===== config.mk =====
export PLATFORM = sky130hd
export DESIGN_NAME = lsu_cluster
export DESIGN_NICKNAME = d
export VERILOG_FILES = /design/src/rtl/gpu_pkg.sv /design/src/rtl/lsu_lane.sv /design/src/rtl/lsu_cluster.sv
export SDC_FILE = /design/constraint.sdc
export NUM_CORES = 1
export LEC_CHECK = 0
export ABC_CLOCK_PERIOD_IN_PS = 4550
export CAP_MARGIN = 20
export CORE_ASPECT_RATIO = 1.25
export CORE_MARGIN = 3
export CORE_UTILIZATION = 39
export CTS_BUF_LIST = sky130_fd_sc_hd__clkbuf_16
export DETAILED_ROUTE_END_ITERATION = 12
export PLACE_DENSITY_LB_ADDON = 0.25
export SETUP_SLACK_MARGIN = 0.5
export SLEW_MARGIN = 20
export SYNTH_ARGS = -nofsm -noshare
export SYNTH_HDL_FRONTEND = slang
export SYNTH_SLANG_ARGS = --single-unit

===== constraint.sdc =====
create_clock -name clk -period 4.55 [get_ports clk]
set_input_delay 0.6825 -clock clk [delete_from_list [all_inputs] [get_ports clk]]
set_output_delay 0.6825 -clock clk [all_outputs]
set_load 0.01 [all_outputs]

===== src/rtl/gpu_pkg.sv =====
// Shared core definitions: core sequencer state codes and LSU lane state encoding.
// Used by the core FSM and the load/store unit cluster.
package gpu_pkg;

  localparam logic [2:0] CoreIdle    = 3'd0;
  localparam logic [2:0] CoreFetch   = 3'd1;
  localparam logic [2:0] CoreDecode  = 3'd2;
  localparam logic [2:0] CoreRequest = 3'd3;
  localparam logic [2:0] CoreWait    = 3'd4;
  localparam logic [2:0] CoreExecute = 3'd5;
  localparam logic [2:0] CoreUpdate  = 3'd6;
  localparam logic [2:0] CoreDone    = 3'd7;

  typedef enum logic [1:0] {
    LsuIdle       = 2'b00,
    LsuRequesting = 2'b01,
    LsuWaiting    = 2'b10,
    LsuDone       = 2'b11
  } lsu_state_e;

endpackage


===== src/rtl/lsu_lane.sv =====
// One load/store lane: issues a single read or write per core memory phase over a
// valid/ready channel and keeps the last loaded value for register writeback.
module lsu_lane
  import gpu_pkg::*;
#(
  parameter int unsigned ADDR_W = 8,
  parameter int unsigned DATA_W = 8
) (
  input  logic              clk,
  input  logic              reset,
  input  logic              enable,
  input  logic [2:0]        core_state,
  input  logic              mem_read_enable,
  input  logic              mem_write_enable,
  input  logic [DATA_W-1:0] rs,
  input  logic [DATA_W-1:0] rt,
  output logic              read_valid,
  output logic [ADDR_W-1:0] read_address,
  input  logic              read_ready,
  input  logic [DATA_W-1:0] read_data,
  output logic              write_valid,
  output logic [ADDR_W-1:0] write_address,
  output logic [DATA_W-1:0] write_data,
  input  logic              write_ready,
  output lsu_state_e        state,
  output logic [DATA_W-1:0] lsu_out
);

  lsu_state_e        state_q, state_d;
  logic              rd_valid_q, rd_valid_d;
  logic              wr_valid_q, wr_valid_d;
  logic [ADDR_W-1:0] rd_addr_q, rd_addr_d;
  logic [ADDR_W-1:0] wr_addr_q, wr_addr_d;
  logic [DATA_W-1:0] wr_data_q, wr_data_d;
  logic [DATA_W-1:0] out_q, out_d;
  logic              accepted;

  // Ready is only meaningful while the matching valid is high.
  assign accepted = (rd_valid_q & read_ready) | (wr_valid_q & write_ready);

  always_comb begin
    state_d    = state_q;
    rd_valid_d = rd_valid_q;
    wr_valid_d = wr_valid_q;
    rd_addr_d  = rd_addr_q;
    wr_addr_d  = wr_addr_q;
    wr_data_d  = wr_data_q;
    out_d      = out_q;
    unique case (state_q)
      LsuIdle: begin
        if (enable && (core_state == CoreRequest) && (mem_read_enable || mem_write_enable)) begin
          state_d = LsuRequesting;
          if (mem_read_enable) begin
            rd_valid_d = 1'b1;
            rd_addr_d  = rs[ADDR_W-1:0];
          end else begin
            wr_valid_d = 1'b1;
            wr_addr_d  = rs[ADDR_W-1:0];
            wr_data_d  = rt;
          end
        end
      end
      LsuRequesting, LsuWaiting: begin
        if (accepted) begin
          state_d    = LsuDone;
          rd_valid_d = 1'b0;
          wr_valid_d = 1'b0;
          if (rd_valid_q) out_d = read_data;
        end else begin
          state_d = LsuWaiting;
        end
      end
      LsuDone: begin
        if (core_state == CoreUpdate) state_d = LsuIdle;
      end
      default: state_d = LsuIdle;
    endcase
  end

  always_ff @(posedge clk or posedge reset) begin
    if (reset) begin
      state_q    <= LsuIdle;
      rd_valid_q <= 1'b0;
      wr_valid_q <= 1'b0;
      rd_addr_q  <= '0;
      wr_addr_q  <= '0;
      wr_data_q  <= '0;
      out_q      <= '0;
    end else begin
      state_q    <= state_d;
      rd_valid_q <= rd_valid_d;
      wr_valid_q <= wr_valid_d;
      rd_addr_q  <= rd_addr_d;
      wr_addr_q  <= wr_addr_d;
      wr_data_q  <= wr_data_d;
      out_q      <= out_d;
    end
  end

  assign read_valid    = rd_valid_q;
  assign read_address  = rd_addr_q;
  assign write_valid   = wr_valid_q;
  assign write_address = wr_addr_q;
  assign write_data    = wr_data_q;
  assign state         = state_q;
  assign lsu_out       = out_q;

endmodule


===== src/rtl/lsu_cluster.sv =====
// Array of independent load/store lanes, one per thread; this level only slices the
// flattened per-lane buses.
module lsu_cluster
  import gpu_pkg::*;
#(
  parameter int unsigned THREADS = 4,
  parameter int unsigned ADDR_W  = 8,
  parameter int unsigned DATA_W  = 8
) (
  input  logic                        clk,
  input  logic                        reset,
  input  logic [THREADS-1:0]          thread_enable,
  input  logic [2:0]                  core_state,
  input  logic                        decoded_mem_read_enable,
  input  logic                        decoded_mem_write_enable,
  input  logic [THREADS*DATA_W-1:0]   rs_all,
  input  logic [THREADS*DATA_W-1:0]   rt_all,
  output logic [THREADS-1:0]          mem_read_valid,
  output logic [THREADS*ADDR_W-1:0]   mem_read_address,
  input  logic [THREADS-1:0]          mem_read_ready,
  input  logic [THREADS*DATA_W-1:0]   mem_read_data,
  output logic [THREADS-1:0]          mem_write_valid,
  output logic [THREADS*ADDR_W-1:0]   mem_write_address,
  output logic [THREADS*DATA_W-1:0]   mem_write_data,
  input  logic [THREADS-1:0]          mem_write_ready,
  output logic [2*THREADS-1:0]        lsu_state_all,
  output logic [THREADS*DATA_W-1:0]   lsu_out_all
);

  for (genvar i = 0; i < THREADS; i++) begin : g_lane
    lsu_state_e lane_state;

    lsu_lane #(
      .ADDR_W(ADDR_W),
      .DATA_W(DATA_W)
    ) u_lane (
      .clk              (clk),
      .reset            (reset),
      .enable           (thread_enable[i]),
      .core_state       (core_state),
      .mem_read_enable  (decoded_mem_read_enable),
      .mem_write_enable (decoded_mem_write_enable),
      .rs               (rs_all[i*DATA_W +: DATA_W]),
      .rt               (rt_all[i*DATA_W +: DATA_W]),
      .read_valid       (mem_read_valid[i]),
      .read_address     (mem_read_address[i*ADDR_W +: ADDR_W]),
      .read_ready       (mem_read_ready[i]),
      .read_data        (mem_read_data[i*DATA_W +: DATA_W]),
      .write_valid      (mem_write_valid[i]),
      .write_address    (mem_write_address[i*ADDR_W +: ADDR_W]),
      .write_data       (mem_write_data[i*DATA_W +: DATA_W]),
      .write_ready      (mem_write_ready[i]),
      .state            (lane_state),
      .lsu_out          (lsu_out_all[i*DATA_W +: DATA_W])
    );

    assign lsu_state_all[2*i +: 2] = lane_state;
  end

endmodule


**Yosys cells after proc, flatten, opt, wreduce, memory -nomap -nowiden**

Cells that the tools add are included.
W data, S select, Z words.

- Word-level logic and storage cells: 155
- Input bits: 115
- Output and inout bits: 144
- Register bits after elaboration: 144

- Mux-type cells: 35
- Reductions and logical operators: 45
- Equality and inequality tests: 34
- Bitwise gates (word level): 13

Operators by type and width:

| operator | number |
|---|---|
| $reduce_and A3 Y1 | 12 |
| $reduce_and A4 Y1 | 8 |
| $pmux W2 S3 | 4 |
| $ne A2 B2 Y1 const B | 11 |
| $mux W1 | 18 |
| $ne A2 B1 Y1 const B | 9 |
| $eq A2 B2 Y1 const B | 8 |
| $pmux W1 S2 | 8 |
| $mux W2 | 5 |
| $and A1 B1 Y1 | 8 |
| $eq A2 B1 Y1 const B | 4 |
| $logic_and A1 B1 Y1 | 8 |
| $logic_not A2 Y1 | 4 |
| $reduce_and A2 Y1 | 4 |
| $reduce_bool A2 Y1 | 4 |
| $reduce_or A2 Y1 | 4 |
| $or A1 B1 Y1 | 4 |
| $eq A3 B2 Y1 const B | 1 |
| $eq A3 B3 Y1 const B | 1 |
| $logic_or A1 B1 Y1 | 1 |
| $not A1 Y1 | 1 |

**Logic depth before layout (Yosys ltp)**

- Word-level depth: 5
- Gate-level depth with buffers: 6

**Hierarchy**

From an unflattened synthesis, not the netlist that was laid out.

- Cells, all modules: 389
- Area, all modules: 6030.8 um^2

Modules (own cells, without submodules):

| module | cells each | times used | area an instance (um^2) | seq. area each (um^2) |
|---|---|---|---|---|
| lsu_lane (g_lane[0].u_lane ...) | 96 | 3 | 1510.2 | 900.9 |
| lsu_lane (g_lane[3].u_lane) | 101 | 1 | 1500.2 | 900.9 |

**Worst setup path before layout**

Ideal clock, no wire load.

- Path type: input -> register
- Start: input port core_state[2]
- End: register g_lane[3].u_lane.wr_addr_q[0]
- Cell stages on the path: 6
- Required time: 4.425 ns
- Path slack: 2.561 ns
- Arrival: 1.864 ns
- Buffers on the path: 2
- Setup time: 0.125 ns
- Cell sequence: and3b_1 > buf_6 > o211ai_4 > nor3_4 > buf_8 > mux2_4

- Longest elaborated chain between the ends: 4

Ends and longest elaborated chain:

| element | line | source |
|---|---|---|
| start, declared | lsu_cluster.sv:13 | `input logic [2:0] core_state,` |
| $eq A3 B2 Y1 | lsu_lane.sv:51 | `if (enable && (core_state == CoreRequest) && (mem_read_enable \|\| mem_write_enable)) begin` |
| $logic_and A1 B1 Y1 (2 in series) | lsu_lane.sv:51 |  |
| $reduce_and A3 Y1 (no line) | - |  |
| end signal, assigned | lsu_lane.sv:94 | `wr_addr_q <= wr_addr_d;` |
| end, declared | lsu_lane.sv:33 | `logic [ADDR_W-1:0] wr_addr_q, wr_addr_d;` |

Every way passes these cells.
A chain may end at the register's enable or synchronous reset.

**Worst setup path in the final report**

- Start: input port core_state[0]
- End: register g_lane[3].u_lane.wr_data_q[2]

- Longest elaborated chain between the ends: 4

Ends and longest elaborated chain:

| element | line | source |
|---|---|---|
| $eq A3 B2 Y1 | lsu_lane.sv:51 |  |
| $logic_and A1 B1 Y1 (2 in series) | lsu_lane.sv:51 |  |
| $reduce_and A3 Y1 (no line) | - |  |
| end signal, assigned | lsu_lane.sv:95 | `wr_data_q <= wr_data_d;` |
| end, declared | lsu_lane.sv:34 | `logic [DATA_W-1:0] wr_data_q, wr_data_d;` |

Every way passes these cells.

==> impl_metrics.env <==
export IMPL_clockRootBuffer="clkbuf_16"
export IMPL_wl_mm=15.4
export IMPL_synth_warnings=0
export IMPL_startpoint_type="input port"
export IMPL_totalNegativeSetupSlack_ns=0
export IMPL_ios=259
export IMPL_post_synth_top_area_cell="dfrtp_1"
export IMPL_avgSynthCellArea_um2=15.3
export IMPL_holdWs_ns=0.503
export IMPL_num_rows=50
export IMPL_status="completed"
export IMPL_gp_congestion=0.795
export IMPL_grt_pass1_wl_mm=25.5
export IMPL_first_pass_iters=4
export IMPL_synth_edf_count=0
export IMPL_vias_per_cell=4.79
export IMPL_ys_ff_latch=144
export IMPL_cts_max_level=4
export IMPL_setup_viol=0
export IMPL_r2r_cells=5
export IMPL_period_share=0.650
export IMPL_nets=785
export IMPL_die_h_um=146
export IMPL_dp_cells=850
export IMPL_synth_cell_types=37
export IMPL_vdd_ir_drop_max_v=0.000267
export IMPL_clock_sinks=144
export IMPL_synth_top_area_frac=0.593
export IMPL_grt_pass1_vias=4863
export IMPL_worstPathRequired_ns=4.84
export IMPL_synthTopCellsByArea="dfrtp_1 59%, mux2_2 21%, mux2_4 4.9%"
export IMPL_syn_area_um2=6080
export IMPL_drt_iter0_drc=137
export IMPL_fmax_ghz=0.338
export IMPL_async_flop_share=1.00
export IMPL_antenna_left=0
export IMPL_worst_slew_pin_slew_ns=0.943
export IMPL_dp_hpwl_mm=11.7
export IMPL_cts_resized=0
export IMPL_io_buffers=258
export IMPL_max_slew_margin_rel=0.369
export IMPL_grt_max_degree=107
export IMPL_ys_seq_area_frac=0.593
export IMPL_netlist_top_cells_count="144 x dfrtp_1, 115 x mux2_2, 20 x mux2_4"
export IMPL_dieArea_um2=17100
export IMPL_drive_above_1_share=0.269
export IMPL_hold_buffers=0
export IMPL_clock_path_buffers=2
export IMPL_syn_nets=521
export IMPL_die_w_um=118
export IMPL_critPathLaunch="core_state[0]"
export IMPL_worstReg2RegStart="g_lane[3].u_lane.state[0]$_DFFE_PP0P_"
export IMPL_drv_cap=0
export IMPL_end_kind="register"
export IMPL_p_per_area_nw_per_um2=473
export IMPL_hold_start="g_lane[1].u_lane.lsu_out[3]$_DFFE_PP0P_"
export IMPL_hp_class="reg2reg"
export IMPL_synth_most_common_cell="dfrtp_1"
export IMPL_clk_latency_ns=0.41
export IMPL_synth_cells=397
export IMPL_rrSetupSlack_ns=2.35
export IMPL_path_class="in2reg"
export IMPL_clk_pin_slew_ns=0.06
export IMPL_cts_buffers=17
export IMPL_path_max_fanout=16
export IMPL_skew_ns=0.00794
export IMPL_rsz0062_at_grt="no"
export IMPL_whs_path_depth=1
export IMPL_ff_latch_area_um2=3600
export IMPL_antenna_found_initial=2
export IMPL_multi_input_area_um2=2290
export IMPL_ys_flop_type="dfrtp_1"
export IMPL_core_um2=15100
export IMPL_power_leakage_nw=4.21
export IMPL_wl_per_cell_um=17.4
export IMPL_area_growth_pct=55.1
export IMPL_remaining_drc_errors=0
export IMPL_post_cts_buffers=0
export IMPL_overflow=0
export IMPL_min_period_ns=2.96
export IMPL_hold_path_end="g_lane[1].u_lane.lsu_out[3]$_DFFE_PP0P_"
export IMPL_initial_utilization=0.401
export IMPL_track_usage=0.187
export IMPL_arrival_ns=3.25
export IMPL_tritoncts="yes"
export IMPL_diodes=0
export IMPL_final_core_util=0.623
export IMPL_r2r_end="g_lane[3].u_lane.write_data[2]$_DFFE_PP0P_"
export IMPL_instances_no_fill=882
export IMPL_slew_viol_final=0
export IMPL_vias=4227
export IMPL_fillCellCount=1228
export IMPL_hold_viol_final=0
## sequential cells by signal, summed over array words and instances (netlist names)
register / flops
g_lane.u_lane.lsu_out: 32
g_lane.u_lane.read_address: 32
g_lane.u_lane.write_address: 32
g_lane.u_lane.write_data: 32
g_lane.u_lane.state: 8
g_lane.u_lane.read_valid: 4
g_lane.u_lane.write_valid: 4
## metal layers
metal | vias up | GRT usage | part of all wire
li1 | 1961 | - | -
met1 | 2096 | 0.197 | 0.37
met2 | 148 | 0.330 | 0.53
met3 | 18 | 0.0890 | 0.089
met4 | 4 | 0.0587 | 0.015
met5 | - | 0 | 0.0017
## metrics by stage
| stage | setup slack [ns] | power, mW | instance area (um2) |
|---|---|---|---|
| after floorplan | 2.06 | 2.33 | 6080 |
| after global placement | 1.23 | 3.06 | 8830 |
| after detailed placement | 1.16 | 3.10 | 8830 |
| after CTS | 1.59 | 4.53 | 9430 |
| after global routing | 1.42 | 4.70 | 9430 |
| final | 1.59 | 4.46 | 9430 |
## layout make-up
class	count	share of cell area
Timing Repair Buffer	262	0.278
Multi-Input combinational cell	224	0.243
Inverter	12	0.00518
Sequential cell	144	0.382
Clock buffer	17	0.0451
Clock inverter	15	0.0182
Tap cell	208	0.0276
## where the power goes
group | internal (mW) | switching, mW | total (mW)
combinational | 0.840 | 0.510 | 1.35
clock | 0.859 | 0.538 | 1.40
sequential | 1.55 | 0.156 | 1.71
total | 3.25 | 1.20 | 4.46
## worst max-delay path, stage by stage
cell             delay (ns)
clkdlybuf4s50_1        0.55
and3b_1                0.67
o211ai_4               0.18
nor3_4                 0.75
mux2_2                 0.42
## cells by family after synthesis
kind of cell	share of synthesized area
buffers and inverters	0.0301
adders and majority gates	0.0185
DFF	0.593
AOI/OAI and AO/OA	0.0360
and+or+nand+nor	0.0552
muxes	0.267
## how the worst max path moves through the flow
stage | to | slack [ns] | depth (start not counted)
5_1_grt | g_lane[3].u_lane.write_data[2]$_DFFE_PP0P_ | 1.42 | 5
3_5_place_dp | g_lane[3].u_lane.write_data[2]$_DFFE_PP0P_ | 1.16 | 5
6_report | g_lane[3].u_lane.write_data[2]$_DFFE_PP0P_ | 1.59 | 5
3_3_place_gp | g_lane[3].u_lane.write_data[2]$_DFFE_PP0P_ | 1.23 | 5
4_1_cts | g_lane[3].u_lane.write_data[2]$_DFFE_PP0P_ | 1.59 | 5
2_1_floorplan | g_lane[0].u_lane.lsu_out[0]$_DFFE_PP0P_ | 2.06 | 1
## cells in the final DEF (no fill, tap or decap), drive strengths merged
master	n
a21oi	5
a22o	8
a31oi	2
a32oi	1
and2b	1
and3b	1
buf	4
bufinv	3
clkbuf	17
clkdlybuf4s50	258
clkinv	3
clkinvlp	5
dfrtp	144
ha	9
inv	16
mux2	135
mux2i	3
nand2	16
nand3	10
nand3b	2
nand4	7
nand4b	1
nor2	4
nor2b	2
nor3	2
nor4	1
nor4b	1
o211ai	2
o21ai	8
o22a	1
o311ai	2
(Power assumes the default switching activity.)
